## src/rtl/hazard_stall_ctrl.sv

```systemverilog
// rtl/hazard_stall_ctrl.sv - pipeline load/hold/flush sequencer with data-memory handshake
module hazard_stall_ctrl #(
  parameter int MEM_TIMEOUT = 16,
  parameter int STALL_CNT_W = 16
) (
  input  logic                   clk,
  input  logic                   rst,
  input  logic [4:0]             Id_rs,
  input  logic [4:0]             Id_rt,
  input  logic                   Ex_memRead,
  input  logic [4:0]             Ex_RegRd,
  input  logic                   Ex_redirect,
  input  logic                   Mem_memRead,
  input  logic                   Mem_memWrite,
  input  logic                   dmem_ready,
  output logic                   dmem_req,
  output logic                   pc_write,
  output logic                   IfId_write,
  output logic                   IfId_flush,
  output logic                   IdEx_write,
  output logic                   IdEx_flush,
  output logic                   ExMem_write,
  output logic                   MemWb_flush,
  output logic                   mem_err,
  output logic [STALL_CNT_W-1:0] stall_cnt
);

  // wait_cnt must hold 0..MEM_TIMEOUT-1; keep at least one bit for MEM_TIMEOUT=1
  localparam int WAIT_W = (MEM_TIMEOUT > 1) ? $clog2(MEM_TIMEOUT) : 1;
  localparam logic [WAIT_W-1:0] WAIT_LAST = WAIT_W'(MEM_TIMEOUT - 1);

  typedef enum logic [1:0] {
    RUN      = 2'd0,
    MEM_WAIT = 2'd1,
    ERR      = 2'd2
  } state_t;

  state_t            state;
  logic [WAIT_W-1:0] wait_cnt;
  logic              memacc;
  logic              memstall;
  logic              load_use;

  // Memory-access and hazard detection; everything is forced quiet while rst is low
  always_comb begin
    memacc   = Mem_memRead | Mem_memWrite;
    load_use = Ex_memRead & (Ex_RegRd != 5'd0) &
               ((Ex_RegRd == Id_rs) | (Ex_RegRd == Id_rt));
    memstall = 1'b0;
    dmem_req = 1'b0;
    if (rst) begin
      case (state)
        RUN: begin
          memstall = memacc & ~dmem_ready;
          dmem_req = memacc;
        end
        MEM_WAIT: begin
          memstall = ~dmem_ready;
          dmem_req = memacc;
        end
        default: begin
          memstall = 1'b1;
          dmem_req = 1'b0;
        end
      endcase
    end
  end

  // Pipeline register controls by priority: memory stall, redirect, load-use, normal flow
  always_comb begin
    pc_write    = 1'b1;
    IfId_write  = 1'b1;
    IfId_flush  = 1'b0;
    IdEx_write  = 1'b1;
    IdEx_flush  = 1'b0;
    ExMem_write = 1'b1;
    MemWb_flush = 1'b0;
    if (!rst) begin
      // keep the no-hazard defaults while held in reset
    end else if (memstall) begin
      // freeze everything up to EX/MEM; redirect and load-use wait for release
      pc_write    = 1'b0;
      IfId_write  = 1'b0;
      IdEx_write  = 1'b0;
      ExMem_write = 1'b0;
      MemWb_flush = 1'b1;
    end else if (Ex_redirect) begin
      // the ID instruction is squashed, so a coincident load-use does not matter
      IfId_flush = 1'b1;
      IdEx_flush = 1'b1;
    end else if (load_use) begin
      pc_write   = 1'b0;
      IfId_write = 1'b0;
      IdEx_flush = 1'b1;
    end
  end

  // Handshake FSM, timeout counter, sticky error and saturating stall counter
  always_ff @(posedge clk or negedge rst) begin
    if (!rst) begin
      state     <= RUN;
      wait_cnt  <= '0;
      mem_err   <= 1'b0;
      stall_cnt <= '0;
    end else begin
      if (!pc_write && (stall_cnt != {STALL_CNT_W{1'b1}})) begin
        stall_cnt <= stall_cnt + STALL_CNT_W'(1);
      end
      case (state)
        RUN: begin
          if (memacc && !dmem_ready) begin
            state    <= MEM_WAIT;
            wait_cnt <= '0;
          end
        end
        MEM_WAIT: begin
          if (dmem_ready) begin
            state <= RUN;
          end else if (wait_cnt == WAIT_LAST) begin
            state   <= ERR;
            mem_err <= 1'b1;
          end else begin
            wait_cnt <= wait_cnt + WAIT_W'(1);
          end
        end
        default: begin
          state   <= ERR;
          mem_err <= 1'b1;
        end
      endcase
    end
  end

endmodule
```

## config.mk

```make
export PLATFORM = sky130hd
export DESIGN_NAME = hazard_stall_ctrl
export DESIGN_NICKNAME = d
export VERILOG_FILES = /design/src/rtl/hazard_stall_ctrl.sv
export SDC_FILE = /design/constraint.sdc
export NUM_CORES = 1
export LEC_CHECK = 0
export CAP_MARGIN = 20
export CELL_PAD_IN_SITES_DETAIL_PLACEMENT = 1
export CELL_PAD_IN_SITES_GLOBAL_PLACEMENT = 2
export CORE_MARGIN = 2
export CORE_UTILIZATION = 29
export DETAILED_ROUTE_END_ITERATION = 12
export PLACE_DENSITY_LB_ADDON = 0.15
export SLEW_MARGIN = 10
export SYNTH_ARGS = -nofsm -noshare
export SYNTH_HDL_FRONTEND = slang
export SYNTH_SLANG_ARGS = --single-unit
```

## constraint.sdc

```tcl
create_clock -name clk -period 4.8 [get_ports clk]
set_input_delay 0.96 -clock clk [delete_from_list [all_inputs] [get_ports clk]]
set_output_delay 0.96 -clock clk [all_outputs]
set_load 0.02 [all_outputs]
```

==> results.toml, run 1 <==
[status]
run_status = "completed"

[critical_path]
path_class = "in -> out"
cp_cell_sequence = "clkdlybuf4s50_1 -> xor2_1 -> nor3_1 -> a22oi_1 -> o21ai_0 -> nor4bb_1 -> clkdlybuf4s50_1"
arrival_ns = 3.14
max_stage_delay_ns = 0.66
path_delay_family = "buffers and inverters"
cp_slowest_cell = "clkdlybuf4s50_1"
path_buf_inv = 2
cp.required_ns = 3.84
crit_top_cell = "clkdlybuf4s50_1"
endpoint_kind = "output port"
crit_path_max_fanout = 4
crit_path_start_kind = "input port"

[route]
ant_nets = 0
via_count = 1130
drt-wirelength-per-cell_microns = 15.26
vias_per_cell = 5.045
wirelength_microns = 3419
drc = 0
drtIter0Drc = 30
drtPass1Iterations = 4

[sta]
drv_slew = 0
skew_ns = 0.002753
slew_headroom = 0.5088
fmax_ghz = 0.2438
rsz0062_at_grt = "false"
totalNegativeSetupSlack_ns = 0
fin_crit_ns = 4.102
finalSetupViolCount = 0
finalHoldViolCount = 0
tightest_slew_ns = 0.7368
period_share = 0.8546

[global_routing]
grt_util_all_layers = 0.1469
busiest_layer = "met2"
antenna_found_initial = 0
overflow = 0
grt_use_met1 = 0.1984
grt_pass1_vias = 1219
grtUsageMet3 = 0.03376
grt_pass1_wl_microns = 6085
grt_max_degree = 16
grt_use_met2 = 0.2418

[place]
port_buffers = 46
place.gp.congestion = 0.8781
hpwl_microns = 2633

[clock_network]
hold_buffers = 0
cts_resized = 0
cts_tree = "done"
clk_pin_slew_worst_paths_ns = 0.08
cts_root_buffer = "clkbuf_8"
cts_buffers = 3
postCtsSetupBuffers = 0
cts_buffer_depth = 2
insertion_delay_ns = 0.26
clock_sinks = 23
htree_levels = 1

[yosys]
yosysMostFrequentCell = "dfrtp_1"
synthCells = 125
synth_top_cell_by_area = "dfrtp_1"
synth_edf_count = 0
synthFlopType = "dfrtp_1"
syn_area_per_cell_sq_um = 10.60
ys_ff_latch = 23
synthesis.yosys.warnings = 0
yosys-top-cells-area = "dfrtp_1 (43%), xnor2_1 (9.3%), xor2_1 (7.3%)"
synth_area_sq_um = 1325
syn_nets = 149
async_flop_share = 1.000
synth_top_area_share = 0.4344
seq_area_frac_synth = 0.4344
synth_top_cells_by_count = "dfrtp_1 (23), xnor2_1 (14), xor2_1 (11), nor2_1 (7), nand2_1 (6)"
synth_cell_type_count = 37

[layout]
fill_cells = 505
multiInputGateArea_sq_um = 703.2
n_antenna_cell = 0
layout-drive-gt1-share = 0.1047
regArea_sq_um = 575.6
nNetsFinal = 197
area_growth_pct = 41.64

[floorplanning]
core-area_sq_um = 4384
die_area_sq_um = 5126
die_h_microns = 71.60
initial_core_util = 0.3022
io_pins = 47
row_count = 24
die_w_microns = 71.60

[pwr]
ir_drop_mv = 0.2418
leakagePower_uw = 0.0007589
powerDensity_nw_per_um2 = 306.3
total_power_uw = 574.8

[min_path]
min_path_type = "reg -> reg"

[flow_run]
maxCapViolCount = 0
## cells by family after synthesis
group                      Yosys count  share of synthesized area
adders and majority gates            2                    0.01888
AOI/OAI and AO/OA                   21                     0.1209
muxes                                2                    0.01700
xor gates and xnor gates            25                     0.1653
and+or+nand+nor                     44                     0.2087
buffers and inverters                8                    0.03493
DFF                                 23                     0.4344
## layer usage
metal	wire, microns	vias to the layer above
met5	0	-
met4	19	0
met3	199	2
met2	1618	34
met1	1581	550
li1	-	544
## power by group
part	total (uW)	switching, uW	internal, uW
logic	196	93.1	103
registers	260	37.7	222
clock network	119	61.2	57.8
total	575	192	383
## through the flow
step	instances	setup slack (ns)	area [sq um]	util	hold slack (ns)
after floorplan	125	1.479	1325	-	0.5234
after global placement	220	0.7057	1831	0.4175	0.4499
after detailed placement	220	0.6568	1831	0.4175	0.4639
after CTS	224	0.6369	1877	0.4281	0.4854
after global routing	224	0.5736	1877	0.4281	0.4958
final	224	0.6980	1877	0.4281	0.4755
## state kept, by name, indices dropped and copies added (netlist names)
register and flops:
stall_cnt 16, state 2, mem_err 1, wait_cnt 4
## worst reg2reg max path: cells and delay by family, from the launching register on
kind | cells | cell delay (ns)
multiplexers | 1 | 0.41
AO/OA/AOI/OAI | 1 | 0.60
flip-flops | 1 | 0.42
adder cells (fa/ha/maj) | 1 | 0.25
AND/OR/NAND/NOR | 3 | 0.58
## worst paths after layout
kind	slack, ns	from	depth (start not counted)	endpoint
hold / removal	0.48	mem_err$_DFFE_PN0P_	1	mem_err$_DFFE_PN0P_
hold reg to reg	0.48	mem_err$_DFFE_PN0P_	1	mem_err$_DFFE_PN0P_
max in group asynchronous	3.23	rst	2	stall_cnt[2]$_DFFE_PN0P_
min in group asynchronous	1.01	rst	1	stall_cnt[11]$_DFFE_PN0P_
setup / recovery	0.70	Ex_RegRd[0]	7	IdEx_flush
setup reg to reg	2.44	stall_cnt[0]$_DFFE_PN0P_	6	stall_cnt[1]$_DFFE_PN0P_
## layout make-up
| type | count | area share |
|---|---|---|
| Tap cell | 52 | 0.03467 |
| Clock inverter | 1 | 0.002667 |
| Inverter | 3 | 0.006000 |
| Timing Repair Buffer | 48 | 0.2533 |
| Clock buffer | 3 | 0.02200 |
| Multi-Input combinational cell | 94 | 0.3747 |
| Sequential cell | 23 | 0.3067 |
## layout by cell type (no fill, tap or decap), drive strengths merged, types with 2 or more instances in the layout
master and n:
xor2 11, nand2 6, nor2 7, and4 3
o21bai 2, ha 2, nand4 6, dfrtp 23
clkbuf 3, o21ai 6, xnor2 14, and3 5
a21oi 3, inv 3, clkdlybuf4s50 46, a22o 4
buf 2, nor3 4, nand3 7, mux2 2
Power figures use the tool's default switching activity.
==> inputs of run 2 (changes only) <==
--- a/config.mk
+++ b/config.mk
@@ -8,7 +8,7 @@
 export CAP_MARGIN = 20
 export CELL_PAD_IN_SITES_DETAIL_PLACEMENT = 1
 export CELL_PAD_IN_SITES_GLOBAL_PLACEMENT = 2
-export CORE_MARGIN = 2
+export CORE_MARGIN = 4
 export CORE_UTILIZATION = 29
 export DETAILED_ROUTE_END_ITERATION = 12
 export PLACE_DENSITY_LB_ADDON = 0.15
==> run 2 against run 1 <==
  * Sequential power hardly changed
  * Largest power group unchanged
  * Flip-flop and latch count did not move
  * Via count grew 1.4%
  * Worst setup slack lost 0.078 ns
==> results.toml, run 2 (same netlist as run 1, synthesis figures left out) <==
[clock_network]
clock_sinks = 23
cts_tree = "done"
hold_buffers = 0
insertion_delay_ns = 0.26
postCtsSetupBuffers = 0
cts_buffer_depth = 2
cts_resized = 0
htree_levels = 1
clk_pin_slew_worst_paths_ns = 0.08
cts_root_buffer = "clkbuf_8"
cts_buffers = 3

[route]
via_count = 1146
ant_nets = 0
drtPass1Iterations = 4
drc = 0
drtIter0Drc = 49
drt-wirelength-per-cell_microns = 16.04
vias_per_cell = 5.139
wirelength_microns = 3576

[pwr]
ir_drop_mv = 0.1743
powerDensity_nw_per_um2 = 308.9
leakagePower_uw = 0.0007541

[sta]
totalNegativeSetupSlack_ns = 0
tightest_slew_ns = 0.7824
fin_crit_ns = 4.180
rsz0062_at_grt = "false"
period_share = 0.8709
slew_headroom = 0.4784
finalSetupViolCount = 0
fmax_ghz = 0.2392
skew_ns = 0.005009
drv_slew = 0
finalHoldViolCount = 0
worst_slack_ns = 0.6196

[critical_path]
cp_cell_sequence = "clkdlybuf4s50_1 -> xor2_1 -> nor3_1 -> a22oi_1 -> o21ai_0 -> nor4bb_1 -> clkdlybuf4s50_1"
reg2regPathDepth = 6
r2r-end = "stall_cnt[1]$_DFFE_PN0P_"
crit_path_start_kind = "input port"
r2r-start = "stall_cnt[0]$_DFFE_PN0P_"
path_class = "in -> out"
max_stage_delay_ns = 0.67
cp.required_ns = 3.84
cp_slowest_cell = "clkdlybuf4s50_1"
arrival_ns = 3.22
endpoint_kind = "output port"
crit_top_cell = "clkdlybuf4s50_1"
crit_path_max_fanout = 4
path_buf_inv = 2
reg2reg_slack_ns = 2.40
path_delay_family = "buffers and inverters"

[status]
run_status = "completed"

[place]
place.gp.congestion = 0.7538
dp_slack_ns = 0.6346
port_buffers = 46
dp.cells = 219
hpwl_microns = 2772

[layout]
top_register = "stall_cnt"
final_cells = 223
largest_register_ffs = 16
final_common_cell = "clkdlybuf4s50_1"
final_cell_mix = "clkdlybuf4s50_1 (46), dfrtp_1 (23), xnor2_1 (14), xor2_1 (11), nor2_1 (7)"
regArea_sq_um = 575.6
reg_top3 = "stall_cnt: 16 flops, wait_cnt: 4 flops, state: 2 flops"
multiInputGateArea_sq_um = 703.2
nNetsFinal = 196
n_antenna_cell = 0
layout-drive-gt1-share = 0.09942
fill_cells = 491
area_growth_pct = 41.08

[global_routing]
grt_util_all_layers = 0.1343
grt_pass1_vias = 1268
grt_pass1_wl_microns = 5913
antenna_found_initial = 0
overflow = 0
grt_max_degree = 17

[min_path]
min_to = "mem_err$_DFFE_PN0P_"
min_path_type = "reg -> reg"
min_from = "mem_err$_DFFE_PN0P_"
hold_depth = 1

[floorplanning]
die_area_sq_um = 5715
io_pins = 47
core-area_sq_um = 4384
initial_core_util = 0.3022
die_h_microns = 75.60
die_w_microns = 75.60
row_count = 24

[flow_run]
maxCapViolCount = 0
## run 2: power breakdown
| part | total [uW] | switching [uW] | leakage, uW | internal (uW) |
|---|---|---|---|---|
| registers | 259 | 37.1 | 0.000301 | 222 |
| clock network | 120 | 62.4 | 0.0000255 | 57.9 |
| logic | 198 | 95.2 | 0.000427 | 103 |
## run 2: metal layers
layer / wire length, microns / global-route usage / vias up
met4: 38 / 0.03495 / 0
met5: 0 / 0 / -
met1: 1527 / 0.1649 / 562
met2: 1706 / 0.2320 / 36
met3: 303 / 0.03694 / 5
li1: - / - / 543
## run 2: layout make-up
type                            count  share of cell area
Sequential cell                    23              0.3079
Clock inverter                      1            0.002677
Clock buffer                        3             0.02209
Multi-Input combinational cell     94              0.3762
Tap cell                           52             0.03481
Inverter                            3            0.006024
Timing Repair Buffer               47              0.2503
## run 2: worst reg2reg max path: stages, from the launching register on
cell and delay, ns:
dfrtp_1 0.42, ha_1 0.25, and4_1 0.29, nand4_1 0.19
nor2_1 0.09, o22ai_2 0.63, mux2_2 0.42
## run 2: metrics by stage
stage	total power, uW	area (sq um)	hold slack, ns	util
2_1_floorplan	358.6	1325	0.5234	-
3_3_place_gp	455.2	1823	0.4506	0.4158
3_5_place_dp	462.5	1823	0.4693	0.4158
4_1_cts	586.1	1869	0.4970	0.4264
5_1_grt	616.0	1869	0.5201	0.4264
6_report	577.4	1869	0.4960	0.4264
## run 2: worst max path at each step
| stage | start | endpoint | cells after the start |
|---|---|---|---|
| 2_1_floorplan | Mem_memWrite | pc_write | 6 |
| 3_3_place_gp | Ex_RegRd[0] | IdEx_flush | 7 |
| 3_5_place_dp | Ex_RegRd[0] | IdEx_flush | 7 |
| 4_1_cts | Ex_RegRd[0] | IdEx_flush | 7 |
| 5_1_grt | Ex_RegRd[0] | IdEx_flush | 7 |
| 6_report | Ex_RegRd[0] | IdEx_flush | 7 |
==> inputs of run 3 (changes only) <==
--- a/config.mk
+++ b/config.mk
@@ -5,11 +5,10 @@
 export SDC_FILE = /design/constraint.sdc
 export NUM_CORES = 1
 export LEC_CHECK = 0
-export CAP_MARGIN = 20
-export CELL_PAD_IN_SITES_DETAIL_PLACEMENT = 1
-export CELL_PAD_IN_SITES_GLOBAL_PLACEMENT = 2
+export CELL_PAD_IN_SITES_DETAIL_PLACEMENT = 0
+export CELL_PAD_IN_SITES_GLOBAL_PLACEMENT = 1
 export CORE_MARGIN = 4
-export CORE_UTILIZATION = 29
+export CORE_UTILIZATION = 36
 export DETAILED_ROUTE_END_ITERATION = 12
 export PLACE_DENSITY_LB_ADDON = 0.15
 export SLEW_MARGIN = 10
==> run 3 against run 2 <==
  * Sequential power about the same
  * Die area down 17%
  * Power down 1.4%
  * Via count down 3.0%
  * First-iteration DRC count down 22%
  * Flip-flop and latch count unchanged
  * Combinational power down 3%
  * Non-clock buffer count unchanged
  * Critical path depth unchanged
==> results.toml, run 3 (same netlist as run 1, synthesis figures left out) <==
[status]
run_status = "completed"

[clock_network]
cts_root_buffer = "clkbuf_8"
cts_resized = 0
hold_buffers = 0
cts_buffers = 3
postCtsSetupBuffers = 0
clock_sinks = 23
insertion_delay_ns = 0.26
cts_tree = "done"
htree_levels = 1
clk_pin_slew_worst_paths_ns = 0.07
cts_buffer_depth = 2

[layout]
layout-drive-gt1-share = 0.09942
n_antenna_cell = 0
nNetsFinal = 196
final_common_cell = "clkdlybuf4s50_1"
reg_top3 = "stall_cnt: 16 flops, wait_cnt: 4 flops, state: 2 flops"
final_cell_mix = "clkdlybuf4s50_1 (46), dfrtp_1 (23), xnor2_1 (14), xor2_1 (11), nor2_1 (7)"
largest_register_ffs = 16
area_growth_pct = 40.51
top_register = "stall_cnt"

[route]
drtIter0Drc = 38
vias_per_cell = 5.124
drt-wirelength-per-cell_microns = 14.18
via_count = 1112
drc = 0
ant_nets = 0
drtPass1Iterations = 4
wirelength_microns = 3077

[global_routing]
overflow = 0
grt_util_all_layers = 0.1497
grt_pass1_wl_microns = 5306
grt_pass1_vias = 1101
grt_max_degree = 23
antenna_found_initial = 0

[floorplanning]
row_count = 21
die_h_microns = 68.67
core-area_sq_um = 3442
io_pins = 47
die_area_sq_um = 4716
initial_core_util = 0.3850
die_w_microns = 68.67

[min_path]
min_to = "mem_err$_DFFE_PN0P_"
min_path_type = "reg -> reg"
hold_depth = 1
min_from = "mem_err$_DFFE_PN0P_"

[critical_path]
cp_slowest_cell = "clkdlybuf4s50_1"
r2r-start = "stall_cnt[0]$_DFFE_PN0P_"
r2r-end = "stall_cnt[1]$_DFFE_PN0P_"
crit_path_start_kind = "input port"
path_class = "in -> out"
cp_cell_sequence = "clkdlybuf4s50_1 -> xor2_1 -> nor3_1 -> a22oi_1 -> o21ai_0 -> nor4bb_1 -> clkdlybuf4s50_1"
max_stage_delay_ns = 0.65
reg2reg_slack_ns = 2.51
endpoint_kind = "output port"
crit_top_cell = "clkdlybuf4s50_1"
path_buf_inv = 2
path_delay_family = "buffers and inverters"
cp.required_ns = 3.84
arrival_ns = 3.13
reg2regPathDepth = 6
crit_path_max_fanout = 4

[pwr]
leakagePower_uw = 0.0007541
total_power_uw = 569.1
powerDensity_nw_per_um2 = 305.7
ir_drop_mv = 0.2370

[sta]
slew_headroom = 0.5209
drv_slew = 0
fmax_ghz = 0.2447
skew_ns = 0.008884
period_share = 0.8514
rsz0062_at_grt = "false"
totalNegativeSetupSlack_ns = 0
fin_crit_ns = 4.087
finalSetupViolCount = 0
tightest_slew_ns = 0.7186
finalHoldViolCount = 0

[flow_run]
maxCapViolCount = 0

[place]
port_buffers = 46
place.gp.congestion = 0.7705
hpwl_microns = 2496
==> run 3: area by class of cell <==
type                    count  area (sq um)
flip-flops and latches     23         575.6
clock buffers               3         41.29
inverters                   3         11.26
fillers                   314          1580
repair buffers             47         467.9
clock inverters             1         5.005
well taps                  46         57.56
multi-input cells          94         703.2
==> run 3: worst register-to-register path: cells and delay by family, from the launching register on <==
family	cells	cell delay (ns)
and+or+nand+nor	3	0.53
AOI/OAI and AO/OA	1	0.58
adders and majority gates	1	0.24
muxes	1	0.41
DFF	1	0.41
==> run 3: power by group <==
group | leakage, uW | switching [uW] | internal (uW)
clock network | 0.0000255 | 58.8 | 57.9
registers | 0.000301 | 37.0 | 222
logic | 0.000427 | 90.8 | 102
total | 0.000754 | 187 | 382
==> run 3: per-stage QoR <==
step / cell area, sq um / setup slack (ns) / instances / utilization / hold WS [ns]
2_1_floorplan: 1325 / 1.479 / 125 / - / 0.5234
3_3_place_gp: 1815 / 0.7595 / 213 / 0.5274 / 0.4586
3_5_place_dp: 1815 / 0.7343 / 213 / 0.5274 / 0.4672
4_1_cts: 1862 / 0.7113 / 217 / 0.5409 / 0.4836
5_1_grt: 1862 / 0.5789 / 217 / 0.5409 / 0.5143
6_report: 1862 / 0.7130 / 217 / 0.5409 / 0.4787
==> run 3: worst max path at each step <==
stage / end / cells past startpoint / startpoint
2_1_floorplan: pc_write / 6 / Mem_memWrite
3_3_place_gp: IdEx_flush / 7 / Ex_RegRd[3]
3_5_place_dp: IdEx_flush / 7 / Ex_RegRd[0]
4_1_cts: IdEx_flush / 7 / Ex_RegRd[0]
5_1_grt: IdEx_flush / 7 / Ex_RegRd[0]
6_report: IdEx_flush / 7 / Ex_RegRd[0]
==> run 3: metal layers <==
metal	up-vias	wire, microns	GRT usage	part of all wire
li1	551	-	-	-
met1	536	1437	0.2004	0.47
met2	20	1492	0.2384	0.48
met3	5	120	0.04052	0.039
met4	0	26	0.03722	0.0084
met5	-	0	0	0
